**src/rtl/sumdiff_decoder.sv**
```systemverilog
// sumdiff_decoder: recovers A and B from an encoded sum S = A+B and
// difference D = A-B, computing A = (S+D)/2 and B = (S-D)/2 bit-serially,
// LSB first, with one add slice and one subtract slice.
// Optional feature macro: SUMDIFF_RANGE_CHECK_EN adds the range_err output.
module sumdiff_decoder #(
  parameter int WIDTH = 4
) (
  input  logic             clk,
  input  logic             rst_n,
  input  logic             in_valid,
  output logic             in_ready,
  input  logic [WIDTH:0]   s_in,
  input  logic [WIDTH:0]   d_in,
  output logic             out_valid,
  input  logic             out_ready,
  output logic [WIDTH-1:0] a_out,
  output logic [WIDTH-1:0] b_out,
  output logic             parity_err
`ifdef SUMDIFF_RANGE_CHECK_EN
  ,
  output logic             range_err
`endif
);

  // Internal arithmetic width: two guard bits so T and U never overflow.
  localparam int EW = WIDTH + 3;
  localparam int CW = $clog2(EW);

  typedef enum logic [1:0] {
    IDLE = 2'd0,
    BUSY = 2'd1,
    DONE = 2'd2
  } state_t;

  state_t state_q, state_d;

  logic [EW-1:0]    sSh_q, sSh_d;
  logic [EW-1:0]    dSh_q, dSh_d;
  logic             addCarry_q, addCarry_d;
  logic             subCarry_q, subCarry_d;
  logic [CW-1:0]    cnt_q, cnt_d;
  logic [WIDTH-1:0] tSh_q, tSh_d;
  logic [WIDTH-1:0] uSh_q, uSh_d;
  logic [WIDTH-1:0] a_q, a_d;
  logic [WIDTH-1:0] b_q, b_d;
  logic             parity_q, parity_d;
`ifdef SUMDIFF_RANGE_CHECK_EN
  logic             rangeAcc_q, rangeAcc_d;
  logic             rangeErr_q, rangeErr_d;
`endif

  logic sBit, dBit, dInv;
  logic tBit, uBit;
  logic addCarryNext, subCarryNext;
  logic lastBit, midBit;

  // Full-adder slices: T = S + D and U = S + ~D + 1, one bit per cycle.
  always_comb begin
    sBit         = sSh_q[0];
    dBit         = dSh_q[0];
    dInv         = ~dBit;
    tBit         = sBit ^ dBit ^ addCarry_q;
    addCarryNext = (sBit & dBit) | (sBit & addCarry_q) | (dBit & addCarry_q);
    uBit         = sBit ^ dInv ^ subCarry_q;
    subCarryNext = (sBit & dInv) | (sBit & subCarry_q) | (dInv & subCarry_q);
    lastBit      = (cnt_q == CW'(EW - 1));
    midBit       = (cnt_q != '0) && (cnt_q <= CW'(WIDTH));
  end

  // Next-state and datapath updates; bit 0 of each result is dropped (the /2)
  // and only bits 1..WIDTH are shifted into the result registers.
  always_comb begin
    state_d    = state_q;
    sSh_d      = sSh_q;
    dSh_d      = dSh_q;
    addCarry_d = addCarry_q;
    subCarry_d = subCarry_q;
    cnt_d      = cnt_q;
    tSh_d      = tSh_q;
    uSh_d      = uSh_q;
    a_d        = a_q;
    b_d        = b_q;
    parity_d   = parity_q;
`ifdef SUMDIFF_RANGE_CHECK_EN
    rangeAcc_d = rangeAcc_q;
    rangeErr_d = rangeErr_q;
`endif
    case (state_q)
      IDLE: begin
        if (in_valid) begin
          state_d    = BUSY;
          sSh_d      = {2'b00, s_in};
          dSh_d      = {{2{d_in[WIDTH]}}, d_in};
          addCarry_d = 1'b0;
          subCarry_d = 1'b1;
          parity_d   = s_in[0] ^ d_in[0];
          cnt_d      = '0;
`ifdef SUMDIFF_RANGE_CHECK_EN
          rangeAcc_d = 1'b0;
`endif
        end
      end
      BUSY: begin
        sSh_d      = sSh_q >> 1;
        dSh_d      = dSh_q >> 1;
        addCarry_d = addCarryNext;
        subCarry_d = subCarryNext;
        cnt_d      = cnt_q + CW'(1);
        if (midBit) begin
          tSh_d = {tBit, tSh_q[WIDTH-1:1]};
          uSh_d = {uBit, uSh_q[WIDTH-1:1]};
        end
`ifdef SUMDIFF_RANGE_CHECK_EN
        if (!midBit && (cnt_q != '0)) begin
          rangeAcc_d = rangeAcc_q | tBit | uBit;
        end
`endif
        if (lastBit) begin
          state_d = DONE;
          a_d     = tSh_q;
          b_d     = uSh_q;
`ifdef SUMDIFF_RANGE_CHECK_EN
          rangeErr_d = rangeAcc_q | tBit | uBit;
`endif
        end
      end
      DONE: begin
        if (out_ready) begin
          state_d = IDLE;
        end
      end
      default: begin
        state_d = IDLE;
      end
    endcase
  end

  // State register; reset aborts any operation in flight.
  always_ff @(posedge clk or negedge rst_n) begin
    if (!rst_n) begin
      state_q <= IDLE;
    end else begin
      state_q <= state_d;
    end
  end

  // Datapath registers: shifters, carries, counter and held results.
  always_ff @(posedge clk or negedge rst_n) begin
    if (!rst_n) begin
      sSh_q      <= '0;
      dSh_q      <= '0;
      addCarry_q <= 1'b0;
      subCarry_q <= 1'b0;
      cnt_q      <= '0;
      tSh_q      <= '0;
      uSh_q      <= '0;
      a_q        <= '0;
      b_q        <= '0;
      parity_q   <= 1'b0;
`ifdef SUMDIFF_RANGE_CHECK_EN
      rangeAcc_q <= 1'b0;
      rangeErr_q <= 1'b0;
`endif
    end else begin
      sSh_q      <= sSh_d;
      dSh_q      <= dSh_d;
      addCarry_q <= addCarry_d;
      subCarry_q <= subCarry_d;
      cnt_q      <= cnt_d;
      tSh_q      <= tSh_d;
      uSh_q      <= uSh_d;
      a_q        <= a_d;
      b_q        <= b_d;
      parity_q   <= parity_d;
`ifdef SUMDIFF_RANGE_CHECK_EN
      rangeAcc_q <= rangeAcc_d;
      rangeErr_q <= rangeErr_d;
`endif
    end
  end

  assign in_ready   = rst_n && (state_q == IDLE);
  assign out_valid  = (state_q == DONE);
  assign a_out      = a_q;
  assign b_out      = b_q;
  assign parity_err = parity_q;
`ifdef SUMDIFF_RANGE_CHECK_EN
  assign range_err  = rangeErr_q;
`endif

endmodule

```
**config.mk**
```make
export PLATFORM = sky130hd
export DESIGN_NAME = sumdiff_decoder
export DESIGN_NICKNAME = d
export VERILOG_FILES = /design/src/rtl/sumdiff_decoder.sv
export SDC_FILE = /design/constraint.sdc
export NUM_CORES = 1
export LEC_CHECK = 0
export CAP_MARGIN = 20
export CORE_MARGIN = 5
export CORE_UTILIZATION = 25
export CTS_CLUSTER_SIZE = 20
export DETAILED_ROUTE_END_ITERATION = 16
export GPL_ROUTABILITY_DRIVEN = 0
export SYNTH_ARGS = -nofsm -noshare
export SYNTH_HDL_FRONTEND = slang
export SYNTH_SLANG_ARGS = --single-unit
export TNS_END_PERCENT = 10
```
**constraint.sdc**
```tcl
create_clock -name clk -period 1.5 [get_ports clk]
set_input_delay 0.225 -clock clk [delete_from_list [all_inputs] [get_ports clk]]
set_output_delay 0.225 -clock clk [all_outputs]
set_load 0.02 [all_outputs]
```
* Yosys cells after proc, flatten, opt, wreduce, memory -nomap -nowiden
Index checks and enable logic that the tools add are counted.
W data, S select, Z words.
** Cells by class
- Eq/ne operators :: 6
- Bitwise operators :: 16
- Muxes and demuxes :: 14
- $add $sub $neg :: 1
- Reductions and logical operators :: 10
- Order comparisons :: 1
** Operators with widths (count)
- $pmux W7 S2 :: 2
- $mux W7 :: 2
- $reduce_and A2 Y1 :: 4
- $and A1 B1 Y1 :: 6
- $mux W2 :: 3
- $pmux W2 S3 :: 1
- $pmux W3 S2 :: 1
- $xor A1 B1 Y1 :: 5
- $ne A2 B2 Y1 const B :: 2
- $or A1 B1 Y1 :: 4
- $pmux W1 S2 :: 2
- $add A3 B1 Y3 const B :: 1
- $eq A3 B3 Y1 const B :: 1
- $le A3 B3 Y1 const B :: 1
- $mux W3 :: 1
- $reduce_and A3 Y1 :: 1
- $reduce_bool A3 Y1 :: 1
- $eq A2 B1 Y1 const B :: 1
- $eq A2 B2 Y1 const B :: 1
- $logic_and A1 B1 Y1 :: 2
- $logic_not A2 Y1 :: 1
- $mux W1 :: 2
- $ne A2 B1 Y1 const B :: 1
- $reduce_bool A2 Y1 :: 1
- $not A1 Y1 :: 1
** Storage, ports and cells
- Output and inout port bits :: 11
- Input bits :: 14
- Register bits :: 38
- Word-level logic and storage cells :: 59

* Logic depth before layout (Yosys ltp)
Gate-level depths: netlist (run 1).
- Depth after elaboration :: 5
- Gate-level depth with buffers :: 5

* Least setup slack after synthesis (run 1)
OpenSTA, ideal clock, no wires.
- Path type :: reg2reg
- Start point :: register cnt_q[0]
- End point :: register tSh_q[1]
- Cell stages (with the launch flop) :: 6
- Path buffers :: 0
- Clock period less this slack :: 1.384 ns
- Arrival :: 1.260 ns
- Required time :: 1.375 ns
- Path slack :: 0.116 ns
- Library setup time :: 0.125 ns
- Path through :: dfrtp_1 inv_1 ha_1 xnor2_4 nand2_4 mux2_2
** Between the ends
- Cells in the longest elaborated chain, start to end :: 3
- Elaborated cells between the ends (all ways) :: 4
- Classes of those cells :: 1 x order compare; 3 x reduce/logical
** Ends and longest elaborated chain
- start: declaration :: RTL line 41 : logic [CW-1:0] cnt_q, cnt_d;
- start signal: assignment :: RTL line 169 : cnt_q <= cnt_d;
- $le A3 B3 Y1 / $reduce_bool A3 Y1 (equally long branches) :: RTL line 67 : midBit = (cnt_q != '0) && (cnt_q <= CW'(WIDTH));
- $logic_and A1 B1 Y1 (*) :: RTL line 67
- $reduce_and A2 Y1 (no line) (*)
- end signal: assignment :: RTL line 170 : tSh_q <= tSh_d;
- end: declaration :: RTL line 42 : logic [WIDTH-1:0] tSh_q, tSh_d;
Every way passes the cells marked *; elsewhere a longest branch is shown, timed or not.
A chain may end at the register's enable or synchronous reset.

* Worst setup path after layout (run 1)
- Start point :: register b_q[1], in the netlist b_out[1]
- End point :: output port b_out[1]
** RTL lines
- start: declaration :: RTL line 45 : logic [WIDTH-1:0] b_q, b_d;
- start signal: assignment :: RTL line 158 : b_q <= '0;
- start signal: assignment :: RTL line 173 : b_q <= b_d;
- end: declaration :: RTL line 17 : output logic [WIDTH-1:0] b_out,
No word-level cell between the ends.

==> impl_metrics.yaml, run 1 <==
run_status:
  status: "finished, final reports clean"
floorplan:
  row_count: 30
  die_w_microns: 92.5
  core-area_sq_mm: 0.00672
  start_util_pct: 25.3
  ios: 25
  die_h_microns: 92.5
  dieArea_sq_mm: 0.00856
synth:
  synthCells: 138
  yosysSeqAreaShare_pct: 52.9
  syn-num-nets: 157
  syn-cell-area_sq_mm: 0.00170
  synth-seq-cells: 36
  ys_warn_count: 0
  syn_avg_cell_area_sq_um: 12.3
  ys_types: 36
placed_design:
  placed_area_sq_mm: 0.00207
  io_buffers: 24
  pre_cts_ws_ps: -283
  hpwl_microns: 2260
setup_path:
  critical-path-max-stage-delay_ps: 600
  crit_chain: "clkdlybuf4s50_1"
  crit_buf_inv: 1
  critPathKind: "reg2out"
  cp.arrival_ps: 1240
  crit_path_max_fanout: 2
  cp.required_ps: 1270
  worstReg2RegStart: "state_q[0]"
  reg2reg_depth: 5
  crit_slowest_cell: "clkdlybuf4s50_1"
  r2r-end: "b_out[1]"
  end_kind: "output port"
  critPathLaunchType: "register"
  rrSetupSlack_ps: 50
  critPathTopFamily: "buffers and inverters"
clock_network:
  cts_tree: "done"
  cts.sinks: 36
  cts_buffer_depth: 2
  clkLatencyLatePin_ps: 280
  cts_hold_buf: 0
  cts_buffers: 5
  clock-root-buffer: "clkbuf_8"
  htreeDepth: 2
  clk_pin_slew_ps: 70
global_routing:
  grt_max_degree: 37
  met2_usage_pct: 10.5
  grt_pass1_vias: 1100
  antenna_found_initial: 0
  grt_usage_pct: 8.16
  grt_busiest_layer: "met1"
  grt_use_met3_pct: 2.76
  grt.overflow.total: 0
  grtUsageMet1_pct: 12.4
  grt_first_pass_wirelength_microns: 5510
routing:
  vias_per_cell: 4.49
  routedWlPerCell_microns: 12.8
  drc_errors: 0
  drt_pass1_iterations: 4
  drt_iter0_markers: 56
  totalWireLength_microns: 3270
  vias: 1146
  ant_nets: 0
pwr:
  clockPowerShare_pct: 17.7
  p_leak_nw: 1.01
  p_seq_share_pct: 36.6
  power.density_mw_per_mm2: 2150
  p_sw_share_pct: 34.4
  p_int_mw: 3.10
  p_sw_mw: 1.63
  peakVddDrop_mv: 0.772
  comb_power_share_pct: 45.8
  total_power_mw: 4.73
timing:
  setup_ws_ps: 38.9
  rsz0062_at_grt: "true"
  finalCriticalPeriod_ps: 1460
  maxSlewHeadroom_pct: 69.1
  whs_ps: 473
  hold_violations: 0
  worst_slew_pin_slew_ps: 464
  max_freq_mhz: 684
  tns_ps: 0
  slew_violations: 0
  setup_violations: 0
  finClkSkew_ps: 3.80
  period_share_pct: 97.4
cells_and_area:
  fin_area_sq_mm: 0.00220
  syn_to_final_growth_pct: 29.2
  drive_above_1_share_pct: 24.0
  n_antenna_cell: 0
  num-nets-final: 193
job:
  cap_violations: 0
hold_path:
  hold_path.class: "in2async"
[area by class of cell]
| cell class | instances | area [sq um] |
|---|---|---|
| flip-flops and latches | 36 | 901 |
| multi-input cells | 88 | 731 |
| clock inverters | 2 | 35.0 |
| fillers | 676 | 4520 |
| repair buffers | 35 | 330 |
| inverters | 8 | 30.0 |
| well taps | 80 | 100 |
| clock buffers | 6 | 72.6 |
[layer usage]
metal / wire length (microns) / vias to the layer above / part of all wire (%)
li1: - / 557 / -
met2: 1310 / 32 / 40
met5: 0 / - / 0
met1: 1710 / 552 / 52
met4: 38 / 0 / 1.2
met3: 208 / 5 / 6.4
[worst max-delay path by stage]
stage | from | endpoint | slack, ps | cells after the start
4_1_cts | state_q[1] | in_ready | -8 | 3
2_1_floorplan | cnt_q[0] | tSh_q[1] | 120 | 5
3_3_place_gp | rst_n | in_ready | -300 | 3
6_report | b_out[1] | b_out[1] | 40 | 1
3_5_place_dp | rst_n | in_ready | -280 | 3
5_1_grt | state_q[0] | b_out[1] | -20 | 5
[power groups by stage]
stage	Clock (mW)	Sequential [mW]	Combinational [mW]
2_1_floorplan	0	1.81	1.46
3_3_place_gp	0	1.75	2.16
3_5_place_dp	0	1.75	2.18
4_1_cts	0.860	1.73	2.19
5_1_grt	0.888	1.80	2.38
6_report	0.835	1.73	2.16
[timing repair]
| item | in CTS | in global routing |
|---|---|---|
| gates resized for setup | 5 | 10 |
| endpoints found under the setup margin | 6 | 27 |
| buffers inserted | 0 | 0 |
[cell usage after synthesis]
cell type / count / area (sq um)
dfrtp_1: 36 / 901
nand2_1: 12 / 45.0
mux2_2: 11 / 124
o21ai_0: 8 / 40.0
a221o_1: 7 / 70.1
inv_1: 7 / 26.3
nand2b_1: 7 / 43.8
nor2_1: 5 / 18.8
o22ai_1: 4 / 25.0
buf_6: 3 / 33.8
ha_1: 3 / 37.5
nand3_1: 3 / 15.0
o21ai_1: 3 / 15.0
a22oi_1: 2 / 15.0
buf_2: 2 / 10.0
fa_1: 2 / 40.0
mux2_1: 2 / 22.5
mux2_4: 2 / 30.0
mux2i_1: 2 / 20.0
a21oi_1: 1 / 5.00
a2bb2oi_1: 1 / 8.76
a31oi_1: 1 / 6.26
and3_1: 1 / 6.26
buf_4: 1 / 7.51
inv_2: 1 / 3.75
nand2_4: 1 / 11.3
nand3_4: 1 / 17.5
nand4_1: 1 / 6.26
nor2b_4: 1 / 13.8
nor3b_2: 1 / 12.5
o21bai_1: 1 / 7.51
o22a_1: 1 / 8.76
o31ai_1: 1 / 7.51
or2b_4: 1 / 11.3
xnor2_1: 1 / 8.76
xnor2_4: 1 / 27.5
[layout by cell type (no fill, tap or decap), types with 2 or more instances in the layout]
cell type,Yosys,layout
nand2_1,12,12
o21ai_1,3,3
buf_6,3,2
dlymetal6s2s_1,0,4
mux2_4,2,2
mux2_2,11,11
clkbuf_8,0,5
mux2_1,2,2
nand2b_1,7,7
clkbuf_2,0,2
a22oi_1,2,2
dfrtp_1,36,36
nor2_1,5,4
nand3_1,3,3
mux2i_1,2,2
buf_4,1,9
fa_1,2,2
o21ai_0,8,8
a221o_1,7,7
o22ai_1,4,4
inv_1,7,7
ha_1,3,2
clkdlybuf4s50_1,0,18
[state kept, by name (all words and copies together) (netlist names)]
signal and cells:
a_out 4, addCarry_q 1, b_out 4, cnt_q 3, dSh_q 7, parity_err 1, sSh_q 5, state_q 2
subCarry_q 1, tSh_q 4, uSh_q 4
[cell families (layout without fill, tap and decap cells)]
| family | after synthesis | after routing | share of synthesized area [%] |
|---|---|---|---|
| buffers and inverters | 14 | 51 | 4.78 |
| flip-flops | 36 | 36 | 52.9 |
| adder cells (fa/ha/maj) | 5 | 5 | 4.56 |
| AND/OR/NAND/NOR | 34 | 34 | 11.8 |
| AO/OA/AOI/OAI | 30 | 30 | 12.3 |
| XOR/XNOR | 2 | 2 | 2.13 |
| multiplexers | 17 | 17 | 11.5 |
[stage by stage]
step | utilization (%) | instances
after floorplan | - | 138
after global placement | 30.9 | 247
after detailed placement | 30.9 | 247
after CTS | 32.5 | 255
after global routing | 32.7 | 255
final | 32.7 | 255
Note: power is estimated with default switching activity, not from simulation.
==> run 2, diff against run 1 <==
PLACE_DENSITY_LB_ADDON = 0.2   (was unset)
==> run 2 against run 1 <==
Worst setup slack lost 13 ps; clock power shrank 18%; count of clock-buffer cells in the layout shrank 1; utilization shrank 0.28 points; fmax shrank 0.89%; power shrank 3.3%; non-clock buffer count grew 1; cell count grew 0.39%; sequential power is essentially flat; cell area shrank 0.85%; register-to-register slack is essentially flat; critical endpoint is now in_ready; highest routed layer unchanged.
==> impl_metrics.yaml, run 2 (synthesized netlist as in run 1, its figures left out) <==
run_status:
  status: "finished, final reports clean"
cells_and_area:
  regArea_sq_um: 901
  num-nets-final: 194
  fin_area_sq_mm: 0.00218
  regMostFlops: "dSh_q"
  syn_to_final_growth_pct: 28.1
  final_common_cell: "dfrtp_1"
  drive_above_1_share_pct: 23.3
  n_antenna_cell: 0
  top_regs: "dSh_q x7, sSh_q x5"
  post-route-util_pct: 32.5
  multi_input_area_sq_um: 721
  fillCellCount: 676
  final_cell_mix: "dfrtp_1 (36), clkdlybuf4s50_1 (14), nand2_1 (12), buf_4 (12), mux2_2 (11)"
  largest_register_ffs: 7
setup_path:
  r2r-end: "tSh_q[1]"
  worstSetupPathDepth: 3
  crit_chain: "clkdlybuf4s50_1, and3_1, clkdlybuf4s15_1"
  cp.required_ps: 1270
  crit_buf_inv: 2
  reg2reg_depth: 5
  end_kind: "output port"
  crit_slowest_cell: "clkdlybuf4s50_1"
  cp.arrival_ps: 1250
  critPathTopFamily: "buffers and inverters"
  critPathKind: "in2out"
  critical-path-max-stage-delay_ps: 530
  crit_start: "rst_n"
  critPathLaunchType: "primary input"
  worstReg2RegStart: "cnt_q[1]"
  rrSetupSlack_ps: 60
  crit_path_max_fanout: 2
  setup.worst_path.end: "in_ready"
routing:
  drc_errors: 0
  routedWlPerCell_microns: 14.0
  vias: 1165
  vias_per_cell: 4.55
  drt_pass1_iterations: 5
  ant_nets: 0
  totalWireLength_microns: 3590
  drt_iter0_markers: 61
floorplan:
  ios: 25
  die_h_microns: 92.5
  row_count: 30
  dieArea_sq_mm: 0.00856
  start_util_pct: 25.3
  die_w_microns: 92.5
  core-area_sq_mm: 0.00672
clock_network:
  cts_setup_buffers: 0
  clock-root-buffer: "clkbuf_8"
  clkLatencyLatePin_ps: 290
  cts_buffers: 5
  clk_pin_slew_ps: 80
  htreeDepth: 2
  cts_tree: "done"
  cts_buffer_depth: 2
  cts.sinks: 36
  cts_hold_buf: 0
global_routing:
  grt_max_degree: 37
  grt_usage_pct: 9.06
  grt_pass1_vias: 1284
  grt_first_pass_wirelength_microns: 6140
  grt.overflow.total: 0
  antenna_found_initial: 0
timing:
  finalCriticalPeriod_ps: 1470
  rsz0062_at_grt: "true"
  max_freq_mhz: 678
  finClkSkew_ps: 12.5
  tns_ps: 0
  slew_violations: 0
  period_share_pct: 98.3
  setup_violations: 0
  maxSlewHeadroom_pct: 68.5
  whs_ps: 474
  hold_violations: 0
  setup_ws_ps: 25.8
  worst_slew_pin_slew_ps: 473
placed_design:
  io_buffers: 24
  placed_area_sq_mm: 0.00208
  hpwl_microns: 2620
  pre_cts_ws_ps: -261
job:
  cap_violations: 0
hold_path:
  hold_path.class: "in2async"
pwr:
  p_leak_nw: 1.05
  peakVddDrop_mv: 0.476
  power.density_mw_per_mm2: 2100
run 2: changes by cell type in the layout (fill, tap and decap cells not counted), moves of 2 or more:
cell             before  now
dlymetal6s2s_1        4    7
buf_4                 9   12
buf_6                 2    0
clkdlybuf4s50_1      18   14
run 2: repair_timing:
action                                 4_1_cts  5_1_grt
gates resized for setup                      5        8
setup endpoints to repair                    3       12
pin swaps                                    0        1
endpoints found under the hold margin        0        0
run 2: worst reg2reg max path: cells and delay by family (launching register included):
kind          cells  cell delay, ps
buf+inv           1              70
simple gates      1             140
mux               1             350
fa+ha+maj         1             240
xor+xnor          1             150
flops             1             390
run 2: power by group:
| part | switching (mW) | leakage [nW] | internal, mW |
|---|---|---|---|
| clock network | 0.362 | 0.0479 | 0.324 |
| registers | 0.309 | 0.448 | 1.43 |
| logic | 1.01 | 0.550 | 1.14 |
run 2: through the flow:
stage,instances,power [mW]
finish,256,4.57
global route,256,4.94
CTS,256,4.68
detailed placement,248,3.99
global placement,248,3.91
floorplan,138,3.28
run 2: area by class of cell:
class / instances / share of cell area (%)
well taps: 80 / 4.59
clock buffers: 5 / 3.16
multi-input cells: 88 / 33.0
inverters: 8 / 1.38
flip-flops and latches: 36 / 41.3
repair buffers: 36 / 15.7
clock inverters: 3 / 0.861
run 2: worst min path at each step:
stage | from | end | slack (ps) | cells past startpoint
after floorplan | rst_n | a_out[0] | -70 | 0
after global placement | uSh_q[0] | uSh_q[0] | 470 | 1
after detailed placement | tSh_q[0] | tSh_q[0] | 490 | 1
after CTS | rst_n | subCarry_q | 480 | 2
after global routing | rst_n | a_out[1] | 510 | 2
final | rst_n | subCarry_q | 470 | 2
run 2: routing by layer:
metal	GRT usage [%]	share of wire, %
met1	12.1	50
met3	3.01	5.7
met4	2.97	0.95
met2	13.8	43
met5	0	0
